$ cat src/rtl/alu_add_arb.sv
// alu_add_arb: two-requester arbiter/sequencer for the shared WIDTH-bit ripple adder.
// Each operation takes two cycles: IDLE grants and registers adder inputs,
// EXEC captures the adder result and pulses the owner's done.
// Optional build macro ALU_ADD_ARB_OVF_EN adds a registered signed-overflow output ovf.
module alu_add_arb #(
    parameter int unsigned WIDTH     = 8,
    parameter int unsigned FIXED_PRI = 0
) (
    input  logic             clk,
    input  logic             rst,
    input  logic             req0,
    input  logic [1:0]       op0,
    input  logic [WIDTH-1:0] a0,
    input  logic [WIDTH-1:0] b0,
    input  logic             req1,
    input  logic [1:0]       op1,
    input  logic [WIDTH-1:0] a1,
    input  logic [WIDTH-1:0] b1,
    output logic [WIDTH-1:0] add_a,
    output logic [WIDTH-1:0] add_b,
    output logic             add_cin,
    input  logic [WIDTH-1:0] add_sum,
    input  logic             add_cout,
    output logic [WIDTH-1:0] out,
    output logic             cout,
    output logic             done0,
    output logic             done1,
    output logic             busy
`ifdef ALU_ADD_ARB_OVF_EN
    ,
    output logic             ovf
`endif
);

    localparam logic [1:0] OpAdd = 2'b00;
    localparam logic [1:0] OpSub = 2'b01;
    localparam logic [1:0] OpInc = 2'b10;
    localparam logic [1:0] OpDec = 2'b11;

    typedef enum logic {StIdle, StExec} state_e;

    state_e           state_q, state_d;
    logic             owner_q, owner_d;   // requester currently in EXEC
    logic             last_q, last_d;     // requester served most recently
    logic [WIDTH-1:0] add_a_q, add_a_d;
    logic [WIDTH-1:0] add_b_q, add_b_d;
    logic             add_cin_q, add_cin_d;
    logic [WIDTH-1:0] out_q, out_d;
    logic             cout_q, cout_d;
    logic             done0_q, done0_d;
    logic             done1_q, done1_d;
    logic             busy_q, busy_d;
`ifdef ALU_ADD_ARB_OVF_EN
    logic             ovf_q, ovf_d;
`endif

    logic             grant;      // 0 = requester 0 wins, 1 = requester 1 wins
    logic [1:0]       sel_op;
    logic [WIDTH-1:0] sel_a;
    logic [WIDTH-1:0] sel_b;
    logic [WIDTH-1:0] map_b;
    logic             map_cin;

    // Pick the winner: a lone request always wins; ties go by priority mode.
    always_comb begin
        grant = 1'b0;
        if (req0 && req1) begin
            if (FIXED_PRI != 0) begin
                grant = 1'b0;
            end else begin
                grant = ~last_q;
            end
        end else if (req1) begin
            grant = 1'b1;
        end
    end

    // Mux the winner's opcode and operands, then map the opcode onto adder b/cin.
    always_comb begin
        sel_op  = grant ? op1 : op0;
        sel_a   = grant ? a1 : a0;
        sel_b   = grant ? b1 : b0;
        map_b   = sel_b;
        map_cin = 1'b0;
        unique case (sel_op)
            OpAdd: begin
                map_b   = sel_b;
                map_cin = 1'b0;
            end
            OpSub: begin
                // Two's complement subtract: a + ~b + 1, cout = no borrow.
                map_b   = ~sel_b;
                map_cin = 1'b1;
            end
            OpInc: begin
                map_b   = '0;
                map_cin = 1'b1;
            end
            OpDec: begin
                // Adding all-ones is adding -1.
                map_b   = '1;
                map_cin = 1'b0;
            end
            default: begin
                map_b   = sel_b;
                map_cin = 1'b0;
            end
        endcase
    end

    // Next-state logic for the IDLE/EXEC sequencer and all registered outputs.
    always_comb begin
        state_d   = state_q;
        owner_d   = owner_q;
        last_d    = last_q;
        add_a_d   = add_a_q;
        add_b_d   = add_b_q;
        add_cin_d = add_cin_q;
        out_d     = out_q;
        cout_d    = cout_q;
        done0_d   = 1'b0;
        done1_d   = 1'b0;
        busy_d    = busy_q;
`ifdef ALU_ADD_ARB_OVF_EN
        ovf_d     = ovf_q;
`endif
        case (state_q)
            StIdle: begin
                busy_d = 1'b0;
                if (req0 || req1) begin
                    state_d   = StExec;
                    owner_d   = grant;
                    add_a_d   = sel_a;
                    add_b_d   = map_b;
                    add_cin_d = map_cin;
                    busy_d    = 1'b1;
                end
            end
            StExec: begin
                // Adder is combinational from the registered inputs; capture it now.
                out_d   = add_sum;
                cout_d  = add_cout;
`ifdef ALU_ADD_ARB_OVF_EN
                ovf_d   = (add_a_q[WIDTH-1] == add_b_q[WIDTH-1]) &&
                          (add_sum[WIDTH-1] != add_a_q[WIDTH-1]);
`endif
                done0_d = ~owner_q;
                done1_d = owner_q;
                last_d  = owner_q;
                busy_d  = 1'b0;
                state_d = StIdle;
            end
            default: begin
                state_d = StIdle;
                busy_d  = 1'b0;
            end
        endcase
    end

    // State and output registers; reset abandons any operation in flight.
    always_ff @(posedge clk) begin
        if (rst) begin
            state_q   <= StIdle;
            owner_q   <= 1'b0;
            last_q    <= 1'b1;
            add_a_q   <= '0;
            add_b_q   <= '0;
            add_cin_q <= 1'b0;
            out_q     <= '0;
            cout_q    <= 1'b0;
            done0_q   <= 1'b0;
            done1_q   <= 1'b0;
            busy_q    <= 1'b0;
`ifdef ALU_ADD_ARB_OVF_EN
            ovf_q     <= 1'b0;
`endif
        end else begin
            state_q   <= state_d;
            owner_q   <= owner_d;
            last_q    <= last_d;
            add_a_q   <= add_a_d;
            add_b_q   <= add_b_d;
            add_cin_q <= add_cin_d;
            out_q     <= out_d;
            cout_q    <= cout_d;
            done0_q   <= done0_d;
            done1_q   <= done1_d;
            busy_q    <= busy_d;
`ifdef ALU_ADD_ARB_OVF_EN
            ovf_q     <= ovf_d;
`endif
        end
    end

    assign add_a   = add_a_q;
    assign add_b   = add_b_q;
    assign add_cin = add_cin_q;
    assign out     = out_q;
    assign cout    = cout_q;
    assign done0   = done0_q;
    assign done1   = done1_q;
    assign busy    = busy_q;
`ifdef ALU_ADD_ARB_OVF_EN
    assign ovf     = ovf_q;
`endif

endmodule

$ cat config.mk
export PLATFORM = sky130hd
export DESIGN_NAME = alu_add_arb
export DESIGN_NICKNAME = d
export VERILOG_FILES = /design/src/rtl/alu_add_arb.sv
export SDC_FILE = /design/constraint.sdc
export NUM_CORES = 1
export LEC_CHECK = 0
export CORE_MARGIN = 1
export CORE_UTILIZATION = 42
export DETAILED_ROUTE_END_ITERATION = 6
export HOLD_SLACK_MARGIN = 0.06
export PLACE_DENSITY = 0.81
export SLEW_MARGIN = 5
export SYNTH_ARGS = -nofsm -noshare
export SYNTH_HDL_FRONTEND = slang
export SYNTH_SLANG_ARGS = --single-unit
$ cat constraint.sdc
create_clock -name clk -period 5.4 [get_ports clk]
set_clock_uncertainty 0.1 [all_clocks]
set_input_delay 1.35 -clock clk [delete_from_list [all_inputs] [get_ports clk]]
set_output_delay 1.35 -clock clk [all_outputs]
set_load 0.01 [all_outputs]
After elaboration in Yosys (flattened, before gate mapping)
Cells that the tools add are included.
{"block": "totals", "register_bits": 31, "latch_bits": 0, "mem_bits_rw": 0, "rom_bits": 0, "inputBits": 49, "elab_cells": 33, "n_memories": 0}
{"block": "op_classes", "add_sub_neg": 0, "mul": 0, "n_div": 0, "n_lt_le_gt_ge": 0, "eq_ne": 3, "n_shift": 0, "n_mux": 9, "bitwise": 4, "n_reduce_logical": 7}
{"cell": "$pmux 8 s4", "count": 1}
{"cell": "$mux 8", "count": 2}
{"cell": "$not 8->8", "count": 1}
{"cell": "$reduce_or 2->1", "count": 3}
{"cell": "$eq 2x2->1 const B", "count": 2}
{"cell": "$pmux 1 s2", "count": 2}
{"cell": "$mux 1", "count": 3}
{"cell": "$not 1->1", "count": 3}
{"cell": "$eq 2x1->1 const B", "count": 1}
{"cell": "$logic_not 2->1", "count": 1}
{"cell": "$mux 2", "count": 1}
{"cell": "$reduce_and 2->1", "count": 1}
{"cell": "$logic_and 1x1->1", "count": 1}
{"cell": "$logic_or 1x1->1", "count": 1}

Depth between registers and ports, before layout
Gate-level depths: netlist of the first run.
{"block": "depth", "ltp_word": 6, "mapped_depth": 8, "ltp_nobuf": 6}

Worst setup path before layout of the first run
OpenSTA, ideal clock, no wires.
{"block": "synth_timing", "path_type": "input to register", "startpoint": "input port req1", "endpoint": "register add_b_q[0] (netlist: add_b[0])", "setup_time_ns": 0.091, "arrival_ns": 2.611, "t_required_ns": 5.209, "slack_ns": 2.598, "path_stages": 7, "cell_sequence": "a21boi_4 -> buf_4 -> buf_4 -> mux2i_1 -> ha_1 -> o21ai_1 -> a311oi_1"}
{"block": "synth_between", "elab_chain_cells": 5, "elab_cells_between_ends": 13}
{"element": "start, declared", "line_no": "15", "text": "input logic req1,"}
{"element": "$mux 1 or $logic_and 1x1->1 (tied branches)", "line_no": "73, 67"}
{"element": "$mux 1", "line_no": "67", "text": "if (req0 && req1) begin"}
{"element": "$mux 2 or $mux 8 (tied branches)", "line_no": "80, 82"}
{"element": "$eq 2x2->1, or another cell as far along", "line_no": "85", "text": "unique case (sel_op)"}
{"element": "$pmux 8 s4", "line_no": "85"}
{"element": "end signal, assigned", "line_no": "167", "text": "add_b_q <= '0;"}
{"element": "end signal, assigned", "line_no": "182", "text": "add_b_q <= add_b_d;"}
{"element": "end, declared", "line_no": "46", "text": "logic [WIDTH-1:0] add_b_q, add_b_d;"}
Several ways; a longest one is shown, not always the timed one.
A chain may end at the register's enable or synchronous reset.

Final worst setup path of the first run
{"block": "layout_timing", "startpoint": "register busy_q (netlist: busy)", "endpoint": "output port busy"}
{"element": "start, declared", "line_no": "52", "text": "logic busy_q, busy_d;"}
{"element": "start signal, assigned", "line_no": "188", "text": "busy_q <= busy_d;"}
{"element": "end, declared", "line_no": "28", "text": "output logic busy"}
No word-level cell between the ends.

==> results of run 1 <==
-- flip-flops by register name (all words and copies together), names as in the netlist --
name	cells
done1	1
done0	1
busy	1
owner_q	1
add_a	8
out	8
add_cin	1
add_b	8
last_q	1
cout	1
-- placed cells by master (no fill, tap or decap), drive strengths merged --
cell type	n
clkinv	1
mux2i	10
a21bo	1
and3	2
a21boi	1
a21oi	2
a311oi	17
nor2	33
nand2	19
a211oi	1
o21ai	9
clkbuf	6
dfxtp	31
a22oi	7
ha	1
or2	1
nor3b	1
nor3	18
clkdlybuf4s50	77
and3b	1
bufinv	1
a31oi	1
inv	1
-- per-stage QoR --
| step | total power, mW | utilization, % | cell area (um^2) |
|---|---|---|---|
| after detailed placement | 0.422 | 66.9 | 2230 |
| after global routing | 0.638 | 69.4 | 2320 |
| after global placement | 0.419 | 66.9 | 2230 |
| final | 0.613 | 69.4 | 2320 |
| after floorplan | 0.337 | - | 1470 |
| after CTS | 0.615 | 69.4 | 2320 |
-- report_power, final --
part | internal, mW | switching, mW | total [mW] | leakage, nW
clock network | 0.109 | 0.0864 | 0.196 | 0.0482
logic | 0.0883 | 0.0667 | 0.155 | 0.554
registers | 0.248 | 0.0140 | 0.262 | 0.256
-- cells by family (layout without fill, tap and decap cells) --
logic type	after synthesis	after routing	share of synthesized area [%]
AOI/OAI and AO/OA	39	39	21.6
adders and majority gates	1	1	0.852
buffers and inverters	12	86	4.69
DFF	31	31	42.3
muxes	10	10	6.82
and+or+nand+nor	75	75	23.8
-- per-layer routing --
layer	GRT usage, %	wire length, um	up-vias
li1	-	-	756
met1	26.6	1720	733
met2	38.0	2020	78
met3	6.72	331	8
met4	11.4	87	0
met5	0	0	-
-- worst max-delay path by stage --
stage,startpoint,endpoint,slack [ns],cells past startpoint
floorplan,req1,add_b[0]$_SDFFE_PP0P_,2.60,7
global placement,req1,add_b[2]$_SDFFE_PP0P_,1.90,6
detailed placement,req0,add_b[2]$_SDFFE_PP0P_,1.77,6
CTS,busy$_SDFF_PP0_,busy,2.09,1
global route,req0,add_b[0]$_SDFFE_PP0P_,1.97,6
finish,busy$_SDFF_PP0_,busy,2.11,1
-- final cells by class --
cell class	count	area share (%)
well taps	46	2.48
repair buffers	77	33.3
clock buffers	6	2.21
inverters	1	0.162
flip-flops and latches	31	26.8
multi-input cells	125	33.6
clock inverters	2	1.51
==> impl_summary.log, run 1 <==
INFO  metric run_status = completed
INFO  metric worst-path-buf-inv = 1
INFO  metric final_min_period_over_clock_period = 60.9%
INFO  metric critical_path.endpoint_type = output port
INFO  metric critical_path.max_stage_delay = 0.81 ns
INFO  metric count_of_unresolved_drc_violations_after_routing = 0
INFO  metric synthArstFlopShare = 0%
INFO  metric cts.reportedPaths.clkPinSlew = 0.11 ns
INFO  metric design.core.area = 3340 um^2
INFO  metric htree_num_levels = 2
INFO  metric number_of_synthesized_flops_with_an_enable_pin = 0
INFO  metric synth_flop_cell = sky130_fd_sc_hd__dfxtp_1
INFO  metric gpl.final_weighted_congestion = 0.804
INFO  metric antennaDiodeCount = 0
INFO  metric synth_sequential_area_ratio = 42.3%
INFO  metric worst_ir_drop_vdd = 0.188 mV
INFO  metric regArea = 621 um^2
INFO  metric worst-endpoint-arrival = 1.84 ns
INFO  metric wl_per_cell = 14.4 um
INFO  metric rsz0062_at_grt = no
INFO  metric antenna_found_initial = 0
INFO  metric initial_core_util = 44.0%
INFO  metric via_count_of_the_routed_design = 1,575
INFO  metric share_of_the_synthesized_area_in_the_top_cell_type = 42.3%
INFO  metric share_of_cells_above_drive_strength_1 = 7.02%
INFO  metric detail_route.vias_per_cell = 5.47
INFO  metric synthCells = 168
INFO  metric first_iter_violations = 61
INFO  metric cts-resized-gates = 0
INFO  metric dp_hpwl = 2.81 mm
INFO  metric max-slew-margin-rel = 21.7%
INFO  metric timing.hold.worst_endpoint = done0$_SDFF_PP0_
INFO  metric tightestPinTransition = 1.17 ns
INFO  metric crit_path_top_delay_cell = sky130_fd_sc_hd__dfxtp_1
INFO  metric synth.top_cells.by_count = sky130_fd_sc_hd__dfxtp_1 (31), sky130_fd_sc_hd__nor2_1 (31), sky130_fd_sc_hd__nand2_1 (19)
INFO  metric drv_cap = 0
INFO  metric timing.hold.worst.class = register to register
INFO  metric slack_of_the_critical_path = 2.11 ns
INFO  metric tritoncts = yes
INFO  metric clock_insertion_delay_worst_skew = 0.34 ns
INFO  metric final.fill_count = 287
INFO  metric die_width = 61.1 um
INFO  metric criticalPathCategory = register to output port
INFO  metric critical_path_required = 3.95 ns
INFO  metric grt_start_max_net_pins = 32
INFO  metric portBuffers = 77
INFO  metric firstDrtPassIters = 5
INFO  metric grt.total_usage = 22.8%
INFO  metric final.min_clock_period = 3.29 ns
INFO  metric synth-seq-cells = 31
INFO  metric grt-ovfl-total = 0
INFO  metric worstReg2RegEnd = add_b[2]$_SDFFE_PP0P_
INFO  metric clock-root-buffer = sky130_fd_sc_hd__clkbuf_4
INFO  metric report.final.setup_viol = 0
INFO  metric timing.final.hold_violations = 0
INFO  metric worst_setup_timing_slack_at_the_placement_stage = 1.77 ns
INFO  metric worst_case_reg_to_reg_path_depth = 5
INFO  metric multi_input_area = 778 um^2
INFO  metric final_cells = 288
INFO  metric timing.hold.worst.start = owner_q$_SDFFE_PP0P_
INFO  metric power.static_leakage = 0.859 nW
INFO  metric antenna_left = 0
INFO  metric cts_buffers = 5
INFO  metric ioPinCount = 78
INFO  metric fmax = 304 MHz
INFO  metric critPathMaxFanout = 17
INFO  metric cpLargestDelayFamily = flip-flops
INFO  metric critPathLaunchType = register
INFO  metric hold_buffers = 0
INFO  metric synthToLayoutAreaGrowth = 57.9%
INFO  metric die_h = 61.1 um
INFO  metric r2r-start = last_q$_SDFFE_PP1P_
INFO  metric postCtsSetupBuffers = 0
INFO  metric global_route_wire_length_before_repair = 6.13 mm
INFO  metric synth_area_leaders = sky130_fd_sc_hd__dfxtp_1 (42%), sky130_fd_sc_hd__a311oi_1 (9.5%), sky130_fd_sc_hd__nor2_1 (7.9%), sky130_fd_sc_hd__mux2i_1 (6.8%), sky130_fd_sc_hd__nor3_1 (5.5%)
INFO  metric slew_viol_final = 0
INFO  metric synth.yosys.warnings = 0
INFO  metric tns = 0 ns
INFO  metric clock_tree.buffer_depth = 2
INFO  metric placedCellCount = 280
INFO  metric post_synth_num_cell_types = 29
INFO  metric placement_rows = 21
INFO  metric floorplan.die_area = 3740 um^2
INFO  metric postRouteWirelength = 4.16 mm
INFO  metric number_of_global_route_vias_before_repair = 1,423
INFO  metric timing.critical_path.cells = clkdlybuf4s50_1
INFO  metric hold_path_depth = 1
INFO  metric synth_area = 1470 um^2
INFO  metric power_density = 265 nW/um^2
INFO  metric final_net_count = 291
INFO  metric timing.reg2reg.setup_slack = 3.30 ns
INFO  metric tritoncts_sink_count = 31
INFO  metric finalHoldWorstSlack = 0.377 ns
INFO  metric syn_nets = 218
INFO  metric synthDominantAreaCellType = sky130_fd_sc_hd__dfxtp_1
INFO  metric avgSynthCellArea = 8.74 um^2
(Power assumes the default switching activity.)
==> run 2, diff against run 1 <==
Settings changed: CORE_UTILIZATION 42 to 39, PLACE_DENSITY 0.81 to 0.76.
Clock period 5.4 ns to 3.22 ns, I/O delays scaled along.
==> run 2 against run 1 <==
Net effect:
- global-route usage fell by 3.0 points
- largest power group unchanged
- design area grew 1.4%
- die area is 7.4% higher
- critical path type is now input pin to register
- largest cell class is now buffers
==> impl_summary.log, run 2 (same netlist as run 1, synthesis figures left out) <==
INFO  metric number_of_global_route_vias_before_repair = 1,427 (+0.28%)
INFO  metric critical_path.endpoint_type = register
INFO  metric placement_rows = 21 (unchanged)
INFO  metric regArea = 621 um^2 (unchanged)
INFO  metric placedCellCount = 285 (+1.8%)
INFO  metric run_status = completed
INFO  metric critPathMaxFanout = 21 (+4)
INFO  metric power.static_leakage = 0.877 nW (+2.2%)
INFO  metric first_iter_violations = 64 (+4.9%)
INFO  metric grt-ovfl-total = 0 (unchanged)
INFO  metric final_cells = 293 (+1.7%)
INFO  metric tightestPinTransition = 0.595 ns (-0.576 ns)
INFO  metric floorplan.die_area = 4010 um^2 (+7.4%)
INFO  metric firstDrtPassIters = 5 (unchanged)
INFO  metric postLayoutCoreUtil = 67.7% (-1.7 points)
INFO  metric grt_start_max_net_pins = 27 (-16%)
INFO  metric portBuffers = 77 (unchanged)
INFO  metric die_h = 63.3 um (+3.6%)
INFO  metric global_route_wire_length_before_repair = 6.33 mm (+3.3%)
INFO  metric final_net_count = 296 (+1.7%)
INFO  metric timing.critical_path.cells = clkdlybuf4s50_1, a21bo_2, nand2_1, nand2_1, ha_1, o21ai_1, a311oi_1
INFO  metric htree_num_levels = 2 (unchanged)
INFO  metric antenna_found_initial = 0 (unchanged)
INFO  metric antennaDiodeCount = 0 (unchanged)
INFO  metric share_of_cells_above_drive_strength_1 = 8.10% (+1.1 points)
INFO  metric report.final.setup_viol = 0 (unchanged)
INFO  metric critPathLaunchType = input pin
INFO  metric cts-resized-gates = 0 (unchanged)
INFO  metric tns = 0 ns (unchanged)
INFO  metric tritoncts = yes
INFO  metric criticalPathCategory = input pin to register
INFO  metric crit_path_top_delay_cell = sky130_fd_sc_hd__clkdlybuf4s50_1
INFO  metric design.core.area = 3470 um^2 (+3.9%)
INFO  metric rsz0062_at_grt = no
INFO  metric count_of_unresolved_drc_violations_after_routing = 0 (unchanged)
INFO  metric startpoint = req0
INFO  metric ioPinCount = 78 (unchanged)
INFO  metric critPathMostFrequentCell = sky130_fd_sc_hd__nand2_1
INFO  metric gpl.final_weighted_congestion = 0.790 (-1.7%)
INFO  metric worst_ir_drop_vdd = 0.286 mV (+52%)
INFO  metric max-slew-margin-rel = 60.2% (+38 points)
INFO  metric postCtsSetupBuffers = 0 (unchanged)
INFO  metric multi_input_area = 778 um^2 (unchanged)
INFO  metric postRouteWirelength = 3.80 mm (-8.7%)
INFO  metric layout_common_cells = sky130_fd_sc_hd__clkdlybuf4s50_1 (77), sky130_fd_sc_hd__nor2_1 (31), sky130_fd_sc_hd__dfxtp_1 (31)
INFO  metric grt.total_usage = 19.7% (-3.0 points)
INFO  metric cts_buffers = 5 (unchanged)
INFO  metric hold_buffers = 0 (unchanged)
INFO  metric dp_hpwl = 2.74 mm (-2.4%)
INFO  metric timing.hold.worst.class = register to register
INFO  metric initial_core_util = 42.3% (-1.7 points)
INFO  metric r2r-start = last_q$_SDFFE_PP1P_
INFO  metric detail_route.vias_per_cell = 5.27 (-3.7%)
INFO  metric wl_per_cell = 13.0 um (-10%)
INFO  metric critical_path.max_stage_delay = 0.55 ns (-0.26 ns)
INFO  metric clock-root-buffer = sky130_fd_sc_hd__clkbuf_8
INFO  metric clock_tree.buffer_depth = 2 (unchanged)
INFO  metric synthToLayoutAreaGrowth = 60.1%
INFO  metric power_density = 421 nW/um^2 (+59%)
INFO  metric fmax = 392 MHz
INFO  metric timing.final.hold_violations = 0 (unchanged)
INFO  metric via_count_of_the_routed_design = 1,543 (-2.0%)
INFO  metric cts.reportedPaths.clkPinSlew = 0.06 ns (-0.05 ns)
INFO  metric tritoncts_sink_count = 31 (unchanged)
INFO  metric die_width = 63.3 um (+3.6%)
INFO  metric worst-endpoint-arrival = 2.64 ns (+0.80 ns)
INFO  metric clock_insertion_delay_worst_skew = 0.27 ns (-0.07 ns)
INFO  metric slew_viol_final = 0 (unchanged)
INFO  metric drv_cap = 0 (unchanged)
INFO  metric timing.hold.worst.start = owner_q$_SDFFE_PP0P_
INFO  metric mostFrequentLayoutCell = sky130_fd_sc_hd__clkdlybuf4s50_1
INFO  metric final_min_period_over_clock_period = 79.2%
INFO  metric critical_path_required = 3.31 ns (-0.64 ns)
INFO  metric final.fill_count = 307 (+7.0%)
INFO  metric antenna_left = 0 (unchanged)
INFO  metric final.min_clock_period = 2.55 ns
run 2: cell type report:
cell class                      count  area share (%)
Inverter                            1           0.160
Timing Repair Buffer               82            34.4
Clock buffer                        7            3.25
Clock inverter                      1           0.213
Sequential cell                    31            26.4
Multi-Input combinational cell    125            33.1
Tap cell                           46            2.45
run 2: power breakdown:
part           internal [mW]  leakage [nW]  switching [mW]
clock network          0.151        0.0422           0.138
registers              0.417         0.256          0.0172
logic                  0.152         0.579           0.115
run 2: per-layer routing:
| layer | wire (um) | vias to the layer above | share of wire [%] | track usage (%) |
|---|---|---|---|---|
| met1 | 1730 | 707 | 46 | 25.0 |
| met5 | 0 | - | 0 | 0 |
| met3 | 226 | 6 | 6.0 | 4.89 |
| met2 | 1800 | 61 | 47 | 32.2 |
| met4 | 36 | 0 | 0.95 | 7.10 |
| li1 | - | 769 | - | - |
run 2: worst paths after layout:
kind,cells past startpoint,slack (ns),to
max reg2reg,6,1.35,add_b[3]$_SDFFE_PP0P_
min reg2reg,1,0.38,done0$_SDFF_PP0_
min,1,0.38,done0$_SDFF_PP0_
max,7,0.67,add_b[3]$_SDFFE_PP0P_
run 2: stage by stage:
step                hold WS (ns)  setup WS (ns)  instance area (um^2)  total power, mW
floorplan                  0.335          0.963                  1470            0.565
global placement           0.366          0.419                  2270            0.708
detailed placement         0.371          0.379                  2270            0.711
CTS                        0.381          0.660                  2350            0.999
global route               0.397          0.487                  2350             1.04
finish                     0.375          0.669                  2350            0.990
run 2: worst max-delay path, delay by kind of cell:
| family | cells | cell delay, ns |
|---|---|---|
| AO/OA/AOI/OAI | 3 | 0.81 |
| adder cells (fa/ha/maj) | 1 | 0.30 |
| buffers and inverters | 1 | 0.55 |
| AND/OR/NAND/NOR | 2 | 0.18 |
